[config.mk]
export PLATFORM = sky130hd
export DESIGN_NAME = count_event_capture
export DESIGN_NICKNAME = d
export VERILOG_FILES = /design/src/rtl/count_event_capture.sv
export SDC_FILE = /design/constraint.sdc
export NUM_CORES = 1
export LEC_CHECK = 0
export CAP_MARGIN = 20
export CORE_ASPECT_RATIO = 1.1
export CORE_UTILIZATION = 45
export DETAILED_ROUTE_END_ITERATION = 6
export PLACE_DENSITY = 0.73
export SLEW_MARGIN = 15
export SYNTH_ARGS = -nofsm -noshare
export SYNTH_HDL_FRONTEND = slang
export SYNTH_SLANG_ARGS = --single-unit
[constraint.sdc]
create_clock -name clk -period 3.3 [get_ports clk]
set_input_delay 0.495 -clock clk [delete_from_list [all_inputs] [get_ports clk]]
set_output_delay 0.495 -clock clk [all_outputs]
set_load 0.05 [all_outputs]
[src/rtl/count_event_capture.sv]
`default_nettype none
// ============================================================================
// Module      : count_event_capture
// Description : Observes an up/down counter output and records wrap,
//               threshold-entry and load events into a small FIFO with
//               valid/ready drain, sticky overflow and a saturating wrap
//               counter.
// Ports       : clk        - single clock, rising edge
//               rst        - asynchronous reset, active low
//               count_in   - observed counter value
//               mode       - counter direction (1 = up, 0 = down)
//               load       - counter load strobe
//               thresh     - threshold compare value
//               thresh_en  - enables threshold events
//               evt_ready  - consumer ready
//               clr_ovf    - clears the sticky overflow flag
//               evt_valid  - FIFO head holds an event
//               evt_type   - head type: 00 wrap up, 01 wrap down,
//                            10 threshold, 11 load
//               evt_value  - count_in captured with the head event
//               overflow   - sticky, an event was dropped
//               wrap_cnt   - saturating count of detected wraps
// Revision    : 1.0 - initial release
// ============================================================================
module count_event_capture #(
    parameter int DEPTH = 4,
    parameter int WIDTH = 32
) (
    input  logic             clk,
    input  logic             rst,
    input  logic [WIDTH-1:0] count_in,
    input  logic             mode,
    input  logic             load,
    input  logic [WIDTH-1:0] thresh,
    input  logic             thresh_en,
    input  logic             evt_ready,
    input  logic             clr_ovf,
    output logic             evt_valid,
    output logic [1:0]       evt_type,
    output logic [WIDTH-1:0] evt_value,
    output logic             overflow,
    output logic [15:0]      wrap_cnt
);

    localparam int c_AW = (DEPTH > 1) ? $clog2(DEPTH) : 1;
    localparam int c_CW = c_AW + 1;

    localparam logic [c_CW-1:0]  c_FULL      = c_CW'(DEPTH);
    localparam logic [WIDTH-1:0] c_ONES      = {WIDTH{1'b1}};
    localparam logic [WIDTH-1:0] c_ZERO      = {WIDTH{1'b0}};
    localparam logic [15:0]      c_WRAP_MAX  = 16'hFFFF;

    localparam logic [1:0] c_EVT_WRAP_UP = 2'b00;
    localparam logic [1:0] c_EVT_WRAP_DN = 2'b01;
    localparam logic [1:0] c_EVT_THRESH  = 2'b10;
    localparam logic [1:0] c_EVT_LOAD    = 2'b11;

    // History of the previous sampled cycle
    logic [WIDTH-1:0] r_prev_q;
    logic             r_load_q;
    logic             r_prev_valid;

    // FIFO state; each entry is {type, value}
    logic [WIDTH+1:0] r_mem [DEPTH];
    logic [c_AW-1:0]  r_wr_ptr;
    logic [c_AW-1:0]  r_rd_ptr;
    logic [c_CW-1:0]  r_count;

    logic             r_overflow;
    logic [15:0]      r_wrap_cnt;

    logic             w_wrap_up;
    logic             w_wrap_dn;
    logic             w_thresh_hit;
    logic             w_evt;
    logic [1:0]       w_evt_type;
    logic             w_full;
    logic             w_pop;
    logic             w_push_ok;
    logic             w_drop;

    // A load in the previous cycle makes the counter jump, so any apparent
    // wrap across that jump is not a real wrap.
    assign w_wrap_up    = r_prev_valid & ~r_load_q & mode
                        & (r_prev_q == c_ONES) & (count_in == c_ZERO);
    assign w_wrap_dn    = r_prev_valid & ~r_load_q & ~mode
                        & (r_prev_q == c_ZERO) & (count_in == c_ONES);
    // Entry edge only: a value held at the threshold fires once.
    assign w_thresh_hit = r_prev_valid & thresh_en
                        & (count_in == thresh) & (r_prev_q != thresh);

    // One event per cycle: load beats wrap beats threshold.
    always_comb begin
        w_evt      = 1'b0;
        w_evt_type = c_EVT_WRAP_UP;
        if (r_load_q) begin
            w_evt      = 1'b1;
            w_evt_type = c_EVT_LOAD;
        end else if (w_wrap_up) begin
            w_evt      = 1'b1;
            w_evt_type = c_EVT_WRAP_UP;
        end else if (w_wrap_dn) begin
            w_evt      = 1'b1;
            w_evt_type = c_EVT_WRAP_DN;
        end else if (w_thresh_hit) begin
            w_evt      = 1'b1;
            w_evt_type = c_EVT_THRESH;
        end
    end

    assign w_full    = (r_count == c_FULL);
    assign w_pop     = (r_count != '0) & evt_ready;
    // A full FIFO still accepts a push when the head leaves in the same cycle.
    assign w_push_ok = w_evt & (~w_full | w_pop);
    assign w_drop    = w_evt & w_full & ~w_pop;

    always_ff @(posedge clk or negedge rst) begin
        if (!rst) begin
            r_prev_q     <= '0;
            r_load_q     <= 1'b0;
            r_prev_valid <= 1'b0;
            r_wr_ptr     <= '0;
            r_rd_ptr     <= '0;
            r_count      <= '0;
            r_overflow   <= 1'b0;
            r_wrap_cnt   <= '0;
        end else begin
            r_prev_q     <= count_in;
            r_load_q     <= load;
            r_prev_valid <= 1'b1;

            if (w_push_ok) begin
                r_wr_ptr <= r_wr_ptr + c_AW'(1);
            end
            if (w_pop) begin
                r_rd_ptr <= r_rd_ptr + c_AW'(1);
            end
            case ({w_push_ok, w_pop})
                2'b10:   r_count <= r_count + c_CW'(1);
                2'b01:   r_count <= r_count - c_CW'(1);
                default: r_count <= r_count;
            endcase

            // Setting wins over a simultaneous clear.
            r_overflow <= w_drop | (r_overflow & ~clr_ovf);

            if ((w_wrap_up | w_wrap_dn) && (r_wrap_cnt != c_WRAP_MAX)) begin
                r_wrap_cnt <= r_wrap_cnt + 16'd1;
            end
        end
    end

    // Storage needs no reset: entries are only visible while counted.
    always_ff @(posedge clk) begin
        if (w_push_ok) begin
            r_mem[r_wr_ptr] <= {w_evt_type, count_in};
        end
    end

    assign evt_valid = (r_count != '0);
    assign evt_type  = evt_valid ? r_mem[r_rd_ptr][WIDTH+1:WIDTH] : 2'b00;
    assign evt_value = evt_valid ? r_mem[r_rd_ptr][WIDTH-1:0]     : c_ZERO;
    assign overflow  = r_overflow;
    assign wrap_cnt  = r_wrap_cnt;

endmodule
`default_nettype wire

==> results of run 1 <==
-- report_power, final --
group | switching, uW | total, uW | internal, uW | leakage [uW]
Clock | 961 | 2100 | 1140 | 0.000286
Combinational | 2290 | 3740 | 1460 | 0.00185
Sequential | 165 | 3210 | 3040 | 0.00196
Total | 3420 | 9050 | 5630 | 0.00410
-- worst min path at each step --
stage,startpoint,endpoint,slack (ns),cells after the start
2_1_floorplan,rst,overflow$_DFF_PN0_,0.20,0
3_3_place_gp,wrap_cnt[14]$_DFFE_PN0P_,wrap_cnt[14]$_DFFE_PN0P_,0.48,1
3_5_place_dp,wrap_cnt[14]$_DFFE_PN0P_,wrap_cnt[14]$_DFFE_PN0P_,0.49,1
4_1_cts,rst,wrap_cnt[1]$_DFFE_PN0P_,0.22,1
5_1_grt,rst,wrap_cnt[1]$_DFFE_PN0P_,0.24,1
6_report,rst,wrap_cnt[1]$_DFFE_PN0P_,0.19,1
-- final cells by class --
cell class	instances	share of cell area [%]
flip-flops and latches	194	49.8
multi-input cells	299	24.8
clock inverters	15	1.55
clock buffers	17	3.83
well taps	238	2.68
repair buffers	208	17.1
inverters	8	0.270
-- repair_timing --
action | 4_1_cts | 5_1_grt
endpoints found under the hold margin | 0 | 0
resized for setup | 1 | 10
endpoints found under the setup margin | 2 | 3
hold buffers | 0 | 0
-- registers in the layout, indices dropped and copies added, names as in the netlist --
| signal | flops |
|---|---|
| r_mem | 136 |
| r_prev_q | 32 |
| wrap_cnt | 16 |
| r_count | 3 |
| r_rd_ptr | 2 |
| r_wr_ptr | 2 |
| overflow | 1 |
| r_load_q | 1 |
| r_prev_valid | 1 |
-- per-stage QoR --
| step | setup slack (ns) | util, % |
|---|---|---|
| finish | 0.0605 | 62.0 |
| global route | -0.0227 | 62.0 |
| CTS | 0.000201 | 61.7 |
| detailed placement | -0.506 | 58.3 |
| global placement | -0.375 | 58.3 |
| floorplan | 0.157 | - |
-- cell usage after synthesis (2+ instances only) --
library cell	number	area (um2)
sky130_fd_sc_hd__nand3b_1	2	15.0
sky130_fd_sc_hd__nand3_1	12	60.1
sky130_fd_sc_hd__ha_1	5	62.6
sky130_fd_sc_hd__or4_1	2	15.0
sky130_fd_sc_hd__o221ai_1	2	17.5
sky130_fd_sc_hd__nor4_1	23	144
sky130_fd_sc_hd__nor3_1	4	20.0
sky130_fd_sc_hd__mux4_2	34	766
sky130_fd_sc_hd__buf_1	2	7.51
sky130_fd_sc_hd__nand2b_1	4	25.0
sky130_fd_sc_hd__nand4_1	28	175
sky130_fd_sc_hd__clkbuf_1	12	45.0
sky130_fd_sc_hd__nor2_1	8	30.0
sky130_fd_sc_hd__xnor2_1	51	447
sky130_fd_sc_hd__xor2_1	29	254
sky130_fd_sc_hd__a2111oi_2	2	30.0
sky130_fd_sc_hd__and2_1	37	231
sky130_fd_sc_hd__dfrtp_1	58	1450
sky130_fd_sc_hd__nand2_1	12	45.0
sky130_fd_sc_hd__or4b_1	2	20.0
sky130_fd_sc_hd__and3_1	8	50.1
sky130_fd_sc_hd__edfxtp_1	136	4080
sky130_fd_sc_hd__inv_1	8	30.0
sky130_fd_sc_hd__o21ai_0	4	20.0
sky130_fd_sc_hd__and4_1	4	35.0
sky130_fd_sc_hd__o22ai_1	2	12.5
-- cells in the final DEF, fill, tap and decap left out, types with 2 or more instances in the layout --
master / synthesis / final
sky130_fd_sc_hd__nor4_2: 0 / 4
sky130_fd_sc_hd__and4_1: 4 / 4
sky130_fd_sc_hd__clkinvlp_4: 0 / 3
sky130_fd_sc_hd__xor2_1: 29 / 29
sky130_fd_sc_hd__nor2_1: 8 / 8
sky130_fd_sc_hd__clkbuf_16: 0 / 17
sky130_fd_sc_hd__dfrtp_1: 58 / 57
sky130_fd_sc_hd__mux4_2: 34 / 34
sky130_fd_sc_hd__nor4_1: 23 / 19
sky130_fd_sc_hd__buf_12: 0 / 9
sky130_fd_sc_hd__nand3_1: 12 / 12
sky130_fd_sc_hd__o21ai_0: 4 / 4
sky130_fd_sc_hd__nor3_1: 4 / 4
sky130_fd_sc_hd__nand2b_1: 4 / 4
sky130_fd_sc_hd__and3_1: 8 / 4
sky130_fd_sc_hd__and3_2: 0 / 4
sky130_fd_sc_hd__edfxtp_1: 136 / 136
sky130_fd_sc_hd__inv_6: 0 / 5
sky130_fd_sc_hd__nand4_1: 28 / 28
sky130_fd_sc_hd__nand3b_1: 2 / 2
sky130_fd_sc_hd__bufinv_16: 0 / 2
sky130_fd_sc_hd__clkinv_2: 0 / 2
sky130_fd_sc_hd__buf_4: 0 / 111
sky130_fd_sc_hd__and2_1: 37 / 37
sky130_fd_sc_hd__dlymetal6s2s_1: 0 / 3
sky130_fd_sc_hd__or4_1: 2 / 2
sky130_fd_sc_hd__ha_1: 5 / 5
sky130_fd_sc_hd__inv_1: 8 / 8
sky130_fd_sc_hd__nand2_1: 12 / 12
sky130_fd_sc_hd__xnor2_1: 51 / 50
sky130_fd_sc_hd__o22ai_1: 2 / 2
sky130_fd_sc_hd__clkdlybuf4s50_1: 0 / 84
-- logic make-up after synthesis --
family                     Yosys count  synth area share (%)
DFF                                194                  66.5
and+or+nand+nor                    160                  11.9
xor gates and xnor gates            80                  8.41
muxes                               37                  9.59
buffers and inverters               24                  1.19
AOI/OAI and AO/OA                   15                  1.43
adders and majority gates            6                 0.992
other                                1                0.0450
-- routing by layer --
layer | global-route usage [%] | up-vias
met5 | 0 | -
met4 | 8.75 | 0
met3 | 4.60 | 28
met2 | 39.2 | 189
met1 | 30.6 | 2714
li1 | - | 2418
==> results.toml, run 1 <==
[run_status]
status = "finished clean"

[cells_and_area]
final_cell_area_um2 = 11100
area_delta_synth_final_pct = 33.4
fill_cells = 1334
antenna_cells_inserted = 0
multi_input_comb_area_um2 = 2750
number_of_cells_in_the_finished_layout_apart_from_fillers = 979
layout.area.seq_um2 = 5540
drive_above_1_share_pct = 27.9
finalNetCount = 805

[logic_synthesis]
synthesis.yosys.warnings = 0
netlist-cell-type-count = 52
mappedNetlistArea_um2 = 8330
yosys_most_used_dff = "sky130_fd_sc_hd__edfxtp_1"
synth_edf_count = 136
postSynthCellCount = 517
post_synth.cell_area_avg_um2 = 16.1
flop_and_latch_count_out_of_synthesis = 194
net_count_of_the_mapped_netlist = 594
synth.yosys.seq_area_share_pct = 66.5
fraction_of_registers_with_async_set_or_reset_after_synthesis_pct = 29.9

[worst_setup_path]
critical_path.endpoint = "r_count[1]$_DFFE_PN0P_"
critical_path.n_buffers_inverters = 1
crit-reg2reg-capture = "r_count[1]$_DFFE_PN0P_"
delay_heaviest_family_cp = "simple AND/OR/NAND/NOR gates"
critPathCaptureType = "register"
worstPathRequired_ns = 3.64
critical_path.startpoint = "count_in[20]"
timing.critical_path.depth = 11
critical_path.max_fanout = 3
r2r.worst_path.cells = 10
cpPeakStageDelay_ns = 0.54
timing.setup.critical_path_class = "primary input to register"
worstPathCellList = "clkdlybuf4s50_1 > xnor2_2 > o21ai_0 > or4b_4 > a2111oi_4 > or2_1 > nor2_1 > fa_1 > nand2b_1 > mux2i_1 > nor4b_2"
cpMaxStageDelayCell = "sky130_fd_sc_hd__or4b_4"
critPathArrivalTime_ns = 3.58
critPathLaunchType = "primary input"
timing.reg2reg.setup_slack_ns = 0.18
crit-reg2reg-launch = "r_prev_q[1]$_DFF_PN0_"

[drt]
vias_after_detailed_routing = 5349
wl_per_cell_um = 21.5
post-route-drc-count = 0
wirelength_mm = 21.1
route.met2.wl_mm = 10.4
wirelength_met1_mm = 9.02
detail-route-antenna-nets = 0
iteration_count_of_the_initial_detailed_routing_pass = 5
route.met3.wl_mm = 1.27
initialDrtViolationCount = 374
maxUsedRoutingLayer = "met4"
via_count_normalized_by_instance_count = 5.46

[timing]
slew_viol_final = 0
fin_worst_hold_slack_ns = 0.185
final_min_period_over_clock_period_pct = 98.2
final.min_clock_period_ns = 3.24
worst_slew_pin_slew_ns = 0.944
finalClockSkew_ns = 0.0128
setup-violations-final = 0
relSlewSlack_pct = 37.1
tns_ns = 0
hold_viol_final = 0
fmaxAchievable_mhz = 309

[clocking]
cts.clk_slew.worst_paths_ns = 0.07
cts_made_buffers = 17
cts_sinks = 194
cts.htree.levels = 4
cts_tree = "yes"
post-cts-setup-buffers = 0
insertion_delay_ns = 0.44
cts_root_buffer = "sky130_fd_sc_hd__clkbuf_16"
clk_path_buf_depth = 2

[placement]
io_buffer_count = 122
placement_stage_cell_area_um2 = 10500
gp_congestion = 0.902
hpwl_mm = 15.1
numPlacedInstances = 947

[floorplanning]
dieHeight_um = 145
core_region_area_um2 = 17900
die_w_um = 132
boundaryPins = 123
dieArea_um2 = 19100
num_rows = 51
effective_utilization_at_floorplan_pct = 46.4

[global_routing]
globalRouteOverflowTotal = 0
grtUsageTotal_pct = 23.4
wire_length_of_the_first_global_routing_pass_mm = 32.3
pin_count_of_the_biggest_net_entering_global_routing = 41
first_global_vias = 5616
grt_antenna_before_repair = 0

[pwr]
worst_ir_drop_vdd_mv = 0.763
p_total_uw = 9050
leakagePower_uw = 0.00410
power_per_cell_area_nw_per_um2 = 814

[flow_run]
cap_viol_max_count = 0

[min_path]
worstHoldPathType = "primary input to asynchronous set/reset pin"
Note: power is estimated with default switching activity, not from simulation.
==> run 2, diff against run 1 <==
- CORE_MARGIN: default -> 1.5
- GPL_TIMING_DRIVEN: default -> 1
==> results.toml, run 2 (same netlist as run 1, synthesis figures left out) <==
[run_status]
status = "finished clean"

[clocking]
cts_sinks = 194
cts_made_buffers = 17
clk_path_buf_depth = 2
cts_tree = "yes"
cts.clk_slew.worst_paths_ns = 0.07
holdBufCountCts = 0
cts_root_buffer = "sky130_fd_sc_hd__clkbuf_16"
insertion_delay_ns = 0.45
cts.htree.levels = 4

[drt]
wl_per_cell_um = 21.6
iteration_count_of_the_initial_detailed_routing_pass = 5
wirelength_mm = 21.2
initialDrtViolationCount = 354
detail-route-antenna-nets = 0
post-route-drc-count = 0
via_count_normalized_by_instance_count = 5.38
vias_after_detailed_routing = 5293

[cells_and_area]
antenna_cells_inserted = 0
finalNetCount = 804
registers.top_by_ff_count = "r_mem"
drive_above_1_share_pct = 27.8
layout.core_utilization_pct = 60.7
mostFrequentLayoutCells = "sky130_fd_sc_hd__edfxtp_1, sky130_fd_sc_hd__buf_4, sky130_fd_sc_hd__clkdlybuf4s50_1, sky130_fd_sc_hd__dfrtp_1, sky130_fd_sc_hd__xnor2_1"
largest_reg_flops = 136
area_delta_synth_final_pct = 33.3
mostFrequentLayoutCell = "sky130_fd_sc_hd__edfxtp_1"
final_cell_area_um2 = 11100

[floorplanning]
effective_utilization_at_floorplan_pct = 45.5
boundaryPins = 123
num_rows = 52
dieArea_um2 = 19300
die_w_um = 133
core_region_area_um2 = 18300
dieHeight_um = 146

[global_routing]
grt_antenna_before_repair = 0
globalRouteOverflowTotal = 0
first_global_vias = 5698
pin_count_of_the_biggest_net_entering_global_routing = 46
wire_length_of_the_first_global_routing_pass_mm = 32.7
grtUsageTotal_pct = 23.2

[min_path]
worstHoldPathType = "primary input to asynchronous set/reset pin"

[worst_setup_path]
critPathLaunchType = "primary input"
cpMaxStageDelayCell = "sky130_fd_sc_hd__clkdlybuf4s50_1"
timing.reg2reg.setup_slack_ns = 0.22
critical_path.max_fanout = 4
crit-reg2reg-launch = "r_prev_q[1]$_DFF_PN0_"
worstPathRequired_ns = 3.67
timing.setup.critical_path_class = "primary input to register"
crit-reg2reg-capture = "r_count[2]$_DFFE_PN0P_"
critPathCaptureType = "register"
cpPeakStageDelay_ns = 0.53
critPathArrivalTime_ns = 3.52
r2r.worst_path.cells = 10
worstPathCellList = "clkdlybuf4s50_1 > xor2_1 > nor4_1 > buf_4 > nand4_1 > a2111oi_4 > or2_1 > nor2_1 > fa_1 > nand2b_1 > or4_1 > nand3_1"

[pwr]
p_total_uw = 8980
worst_ir_drop_vdd_mv = 0.635
power_per_cell_area_nw_per_um2 = 809
leakagePower_uw = 0.00409

[placement]
hpwl_mm = 15.6
placement_stage_cell_area_um2 = 10500
gp_congestion = 0.946
io_buffer_count = 122

[timing]
slew_viol_final = 0
fmaxAchievable_mhz = 318
setup-violations-final = 0
hold_viol_final = 0
relSlewSlack_pct = 53.2
finalClockSkew_ns = 0.0131
setup_repair_after_global_routing_missed_its_margin = "false"
final_min_period_over_clock_period_pct = 95.4
final.min_clock_period_ns = 3.15
fin_worst_hold_slack_ns = 0.0696
worst_slew_pin_slew_ns = 0.703

[flow_run]
cap_viol_max_count = 0
run 2: cell count changes in the layout (fill, tap and decap cells not counted):
cell	previous run	this run
sky130_fd_sc_hd__nor3_1	4	3
sky130_fd_sc_hd__clkinv_4	1	5
sky130_fd_sc_hd__xnor2_2	1	0
sky130_fd_sc_hd__clkinv_8	1	3
sky130_fd_sc_hd__inv_8	1	4
sky130_fd_sc_hd__buf_2	1	0
sky130_fd_sc_hd__inv_6	5	3
sky130_fd_sc_hd__bufinv_16	2	0
sky130_fd_sc_hd__clkinvlp_4	3	0
sky130_fd_sc_hd__clkinv_2	2	0
sky130_fd_sc_hd__nor3_2	1	2
sky130_fd_sc_hd__xnor2_1	50	51
run 2: how the worst max path moves through the flow:
| stage | start | end |
|---|---|---|
| 6_report | count_in[6] | r_count[2]$_DFFE_PN0P_ |
| 5_1_grt | count_in[6] | r_count[2]$_DFFE_PN0P_ |
| 4_1_cts | count_in[31] | r_count[2]$_DFFE_PN0P_ |
| 3_5_place_dp | thresh[3] | r_count[2]$_DFFE_PN0P_ |
| 3_3_place_gp | thresh[3] | r_count[2]$_DFFE_PN0P_ |
| 2_1_floorplan | thresh[3] | r_count[2]$_DFFE_PN0P_ |
run 2: area by class of cell:
| class | instances | area [um2] |
|---|---|---|
| Clock buffer | 17 | 425 |
| Clock inverter | 15 | 164 |
| Fill cell | 1347 | 7180 |
| Inverter | 8 | 30.0 |
| Multi-Input combinational cell | 299 | 2750 |
| Sequential cell | 194 | 5540 |
| Tap cell | 243 | 304 |
| Timing Repair Buffer | 207 | 1890 |
run 2: metal layers:
layer  GRT usage, %  vias up  routed length (um)
li1               -     2415                   -
met1           28.7     2696                8810
met2           40.5      153               11000
met3           4.42       29                 941
met4           8.63        0                 488
met5              0        -                   0
run 2: repair_timing:
item | CTS | global route
buffers inserted | 0 | 0
gates resized for setup | 0 | 11
setup endpoints to repair | 0 | 2
run 2: through the flow:
stage          TNS (ns)  instances  worst slack (ns)
2_1_floorplan         0        517             0.157
3_3_place_gp     -15.03        951            -0.271
3_5_place_dp     -27.76        951            -0.407
4_1_cts               0        983            0.0334
5_1_grt               0        983            0.0236
6_report              0        983             0.153
run 2: power breakdown:
group | leakage, uW | switching (uW) | internal, uW | total (uW)
combinational | 0.00184 | 2270 | 1460 | 3730
sequential | 0.00196 | 194 | 3040 | 3240
clock | 0.000289 | 997 | 1020 | 2010
total | 0.00409 | 3460 | 5520 | 8980
run 2: worst max-delay path: cells and delay by family:
kind	cells	cell delay (ns)
simple gates	7	1.38
buf+inv	2	0.71
fa+ha+maj	1	0.38
compound gates	1	0.34
xor+xnor	1	0.22
==> run 3, diff against run 2 <==
- CORE_ASPECT_RATIO: 1.1 -> 1.75
- CTS_CLUSTER_DIAMETER: default -> 100
==> results.toml, run 3 (same netlist as run 1, synthesis figures left out) <==
[run_status]
status = "finished clean"

[floorplanning]
core_region_area_um2 = 18100
boundaryPins = 123
dieArea_um2 = 19400
die_w_um = 106
effective_utilization_at_floorplan_pct = 46.1
dieHeight_um = 183
num_rows = 65

[global_routing]
met1_usage_pct = 25.9
grtUsageTotal_pct = 23.7
grt_antenna_before_repair = 0
gr-usage-met2_pct = 43.4
grtUsageMet3_pct = 5.08
globalRouteOverflowTotal = 0
first_global_vias = 5806
pin_count_of_the_biggest_net_entering_global_routing = 47
wire_length_of_the_first_global_routing_pass_mm = 33.3
grt_busiest_layer = "met2"

[timing]
setup-violations-final = 0
finalClockSkew_ns = 0.0140
final.min_clock_period_ns = 3.15
final_min_period_over_clock_period_pct = 95.5
fmaxAchievable_mhz = 317
slew_viol_final = 0
setup_repair_after_global_routing_missed_its_margin = "false"
relSlewSlack_pct = 51.1
worst_slew_pin_slew_ns = 0.734
tns_ns = 0
hold_viol_final = 0

[worst_setup_path]
critical_path.max_fanout = 7
worstPathRequired_ns = 3.67
timing.reg2reg.setup_slack_ns = 0.19
timing.setup.critical_path_class = "primary input to register"
critPathArrivalTime_ns = 3.52
critPathLaunchType = "primary input"
critPathCaptureType = "register"

[drt]
detail-route-antenna-nets = 0
via_count_normalized_by_instance_count = 5.49
wirelength_mm = 21.8
iteration_count_of_the_initial_detailed_routing_pass = 5
wl_per_cell_um = 22.2
vias_after_detailed_routing = 5396
post-route-drc-count = 0
initialDrtViolationCount = 258

[cells_and_area]
drive_above_1_share_pct = 27.7
area_delta_synth_final_pct = 33.1
final_cell_area_um2 = 11100
layout.core_utilization_pct = 61.4
largest_reg_flops = 136
finalNetCount = 812
antenna_cells_inserted = 0
registers.top_by_ff_count = "r_mem"
mostFrequentLayoutCell = "sky130_fd_sc_hd__edfxtp_1"
mostFrequentLayoutCells = "sky130_fd_sc_hd__edfxtp_1, sky130_fd_sc_hd__buf_4, sky130_fd_sc_hd__clkdlybuf4s50_1, sky130_fd_sc_hd__dfrtp_1, sky130_fd_sc_hd__xnor2_1"

[clocking]
post-cts-setup-buffers = 0
cts.clk_slew.worst_paths_ns = 0.07
cts_tree = "yes"
clk_path_buf_depth = 2
cts_made_buffers = 17
holdBufCountCts = 0
cts.htree.levels = 4
insertion_delay_ns = 0.43
cts_sinks = 194
cts_root_buffer = "sky130_fd_sc_hd__clkbuf_16"
post_cts_resize_count = 0

[pwr]
switching_share_pct = 38.0
net-switching-power_uw = 3390
worst_ir_drop_vdd_mv = 0.499
cell_internal_pwr_uw = 5530
power_per_cell_area_nw_per_um2 = 805
power.share.sequential_pct = 35.8
clkPwrFrac_pct = 22.1
leakagePower_uw = 0.00410
power_frac_comb_pct = 42.2

[flow_run]
cap_viol_max_count = 0

[placement]
hpwl_mm = 16.4
placement_stage_cell_area_um2 = 10500
io_buffer_count = 122
gp_congestion = 0.923

[min_path]
worstHoldPathType = "primary input to asynchronous set/reset pin"
## run 3: layout make-up
type | count | area, um2
flip-flops and latches | 194 | 5540
multi-input cells | 299 | 2720
inverters | 8 | 30.0
clock buffers | 19 | 454
repair buffers | 215 | 1940
clock inverters | 13 | 113
fillers | 1389 | 6970
well taps | 234 | 293
## run 3: stage by stage
stage | hold slack (ns) | instances | total power, uW | worst slack, ns
2_1_floorplan | 0.199 | 517 | 5710 | 0.157
3_3_place_gp | 0.476 | 949 | 6970 | -0.365
3_5_place_dp | 0.496 | 949 | 7050 | -0.382
4_1_cts | 0.279 | 981 | 9020 | 0.0728
5_1_grt | 0.0167 | 982 | 9300 | 0.0121
6_report | 0.00938 | 982 | 8920 | 0.149
## run 3: worst paths after layout
kind,from,end,depth (start not counted)
worst max-delay path,count_in[30],r_count[2]$_DFFE_PN0P_,12
worst min-delay path,rst,wrap_cnt[8]$_DFFE_PN0P_,1
worst max register to register,r_prev_q[9]$_DFF_PN0_,r_count[2]$_DFFE_PN0P_,10
worst min register to register,wrap_cnt[15]$_DFFE_PN0P_,wrap_cnt[15]$_DFFE_PN0P_,1
max in group asynchronous,rst,r_rd_ptr[0]$_DFFE_PN0P_,3
min in group clk,count_in[10],r_prev_q[10]$_DFF_PN0_,1
## run 3: layer usage
layer | part of all wire [%] | wire (um) | vias up
li1 | - | - | 2430
met1 | 36 | 7870 | 2741
met2 | 56 | 12100 | 181
met3 | 4.5 | 988 | 44
met4 | 3.8 | 826 | 0
met5 | 0 | 0 | -
## run 3: power groups by stage
| stage | Sequential [uW] | Clock (uW) | Combinational, uW |
|---|---|---|---|
| finish | 3190 | 1970 | 3760 |
| global route | 3220 | 2100 | 3980 |
| CTS | 3190 | 2010 | 3820 |
| detailed placement | 3240 | 0 | 3810 |
| global placement | 3210 | 0 | 3760 |
| floorplan | 3200 | 0 | 2510 |
## run 3: worst max-delay path, stage by stage
cell,delay [ns]
sky130_fd_sc_hd__clkdlybuf4s50_1,0.45
sky130_fd_sc_hd__buf_4,0.19
sky130_fd_sc_hd__or4bb_1,0.51
sky130_fd_sc_hd__nor3_1,0.27
sky130_fd_sc_hd__nand4_1,0.19
sky130_fd_sc_hd__o221ai_2,0.19
sky130_fd_sc_hd__or2_1,0.15
sky130_fd_sc_hd__nor2_1,0.06
sky130_fd_sc_hd__fa_1,0.37
sky130_fd_sc_hd__nand2b_1,0.16
sky130_fd_sc_hd__or4_1,0.40
sky130_fd_sc_hd__nand3_1,0.09
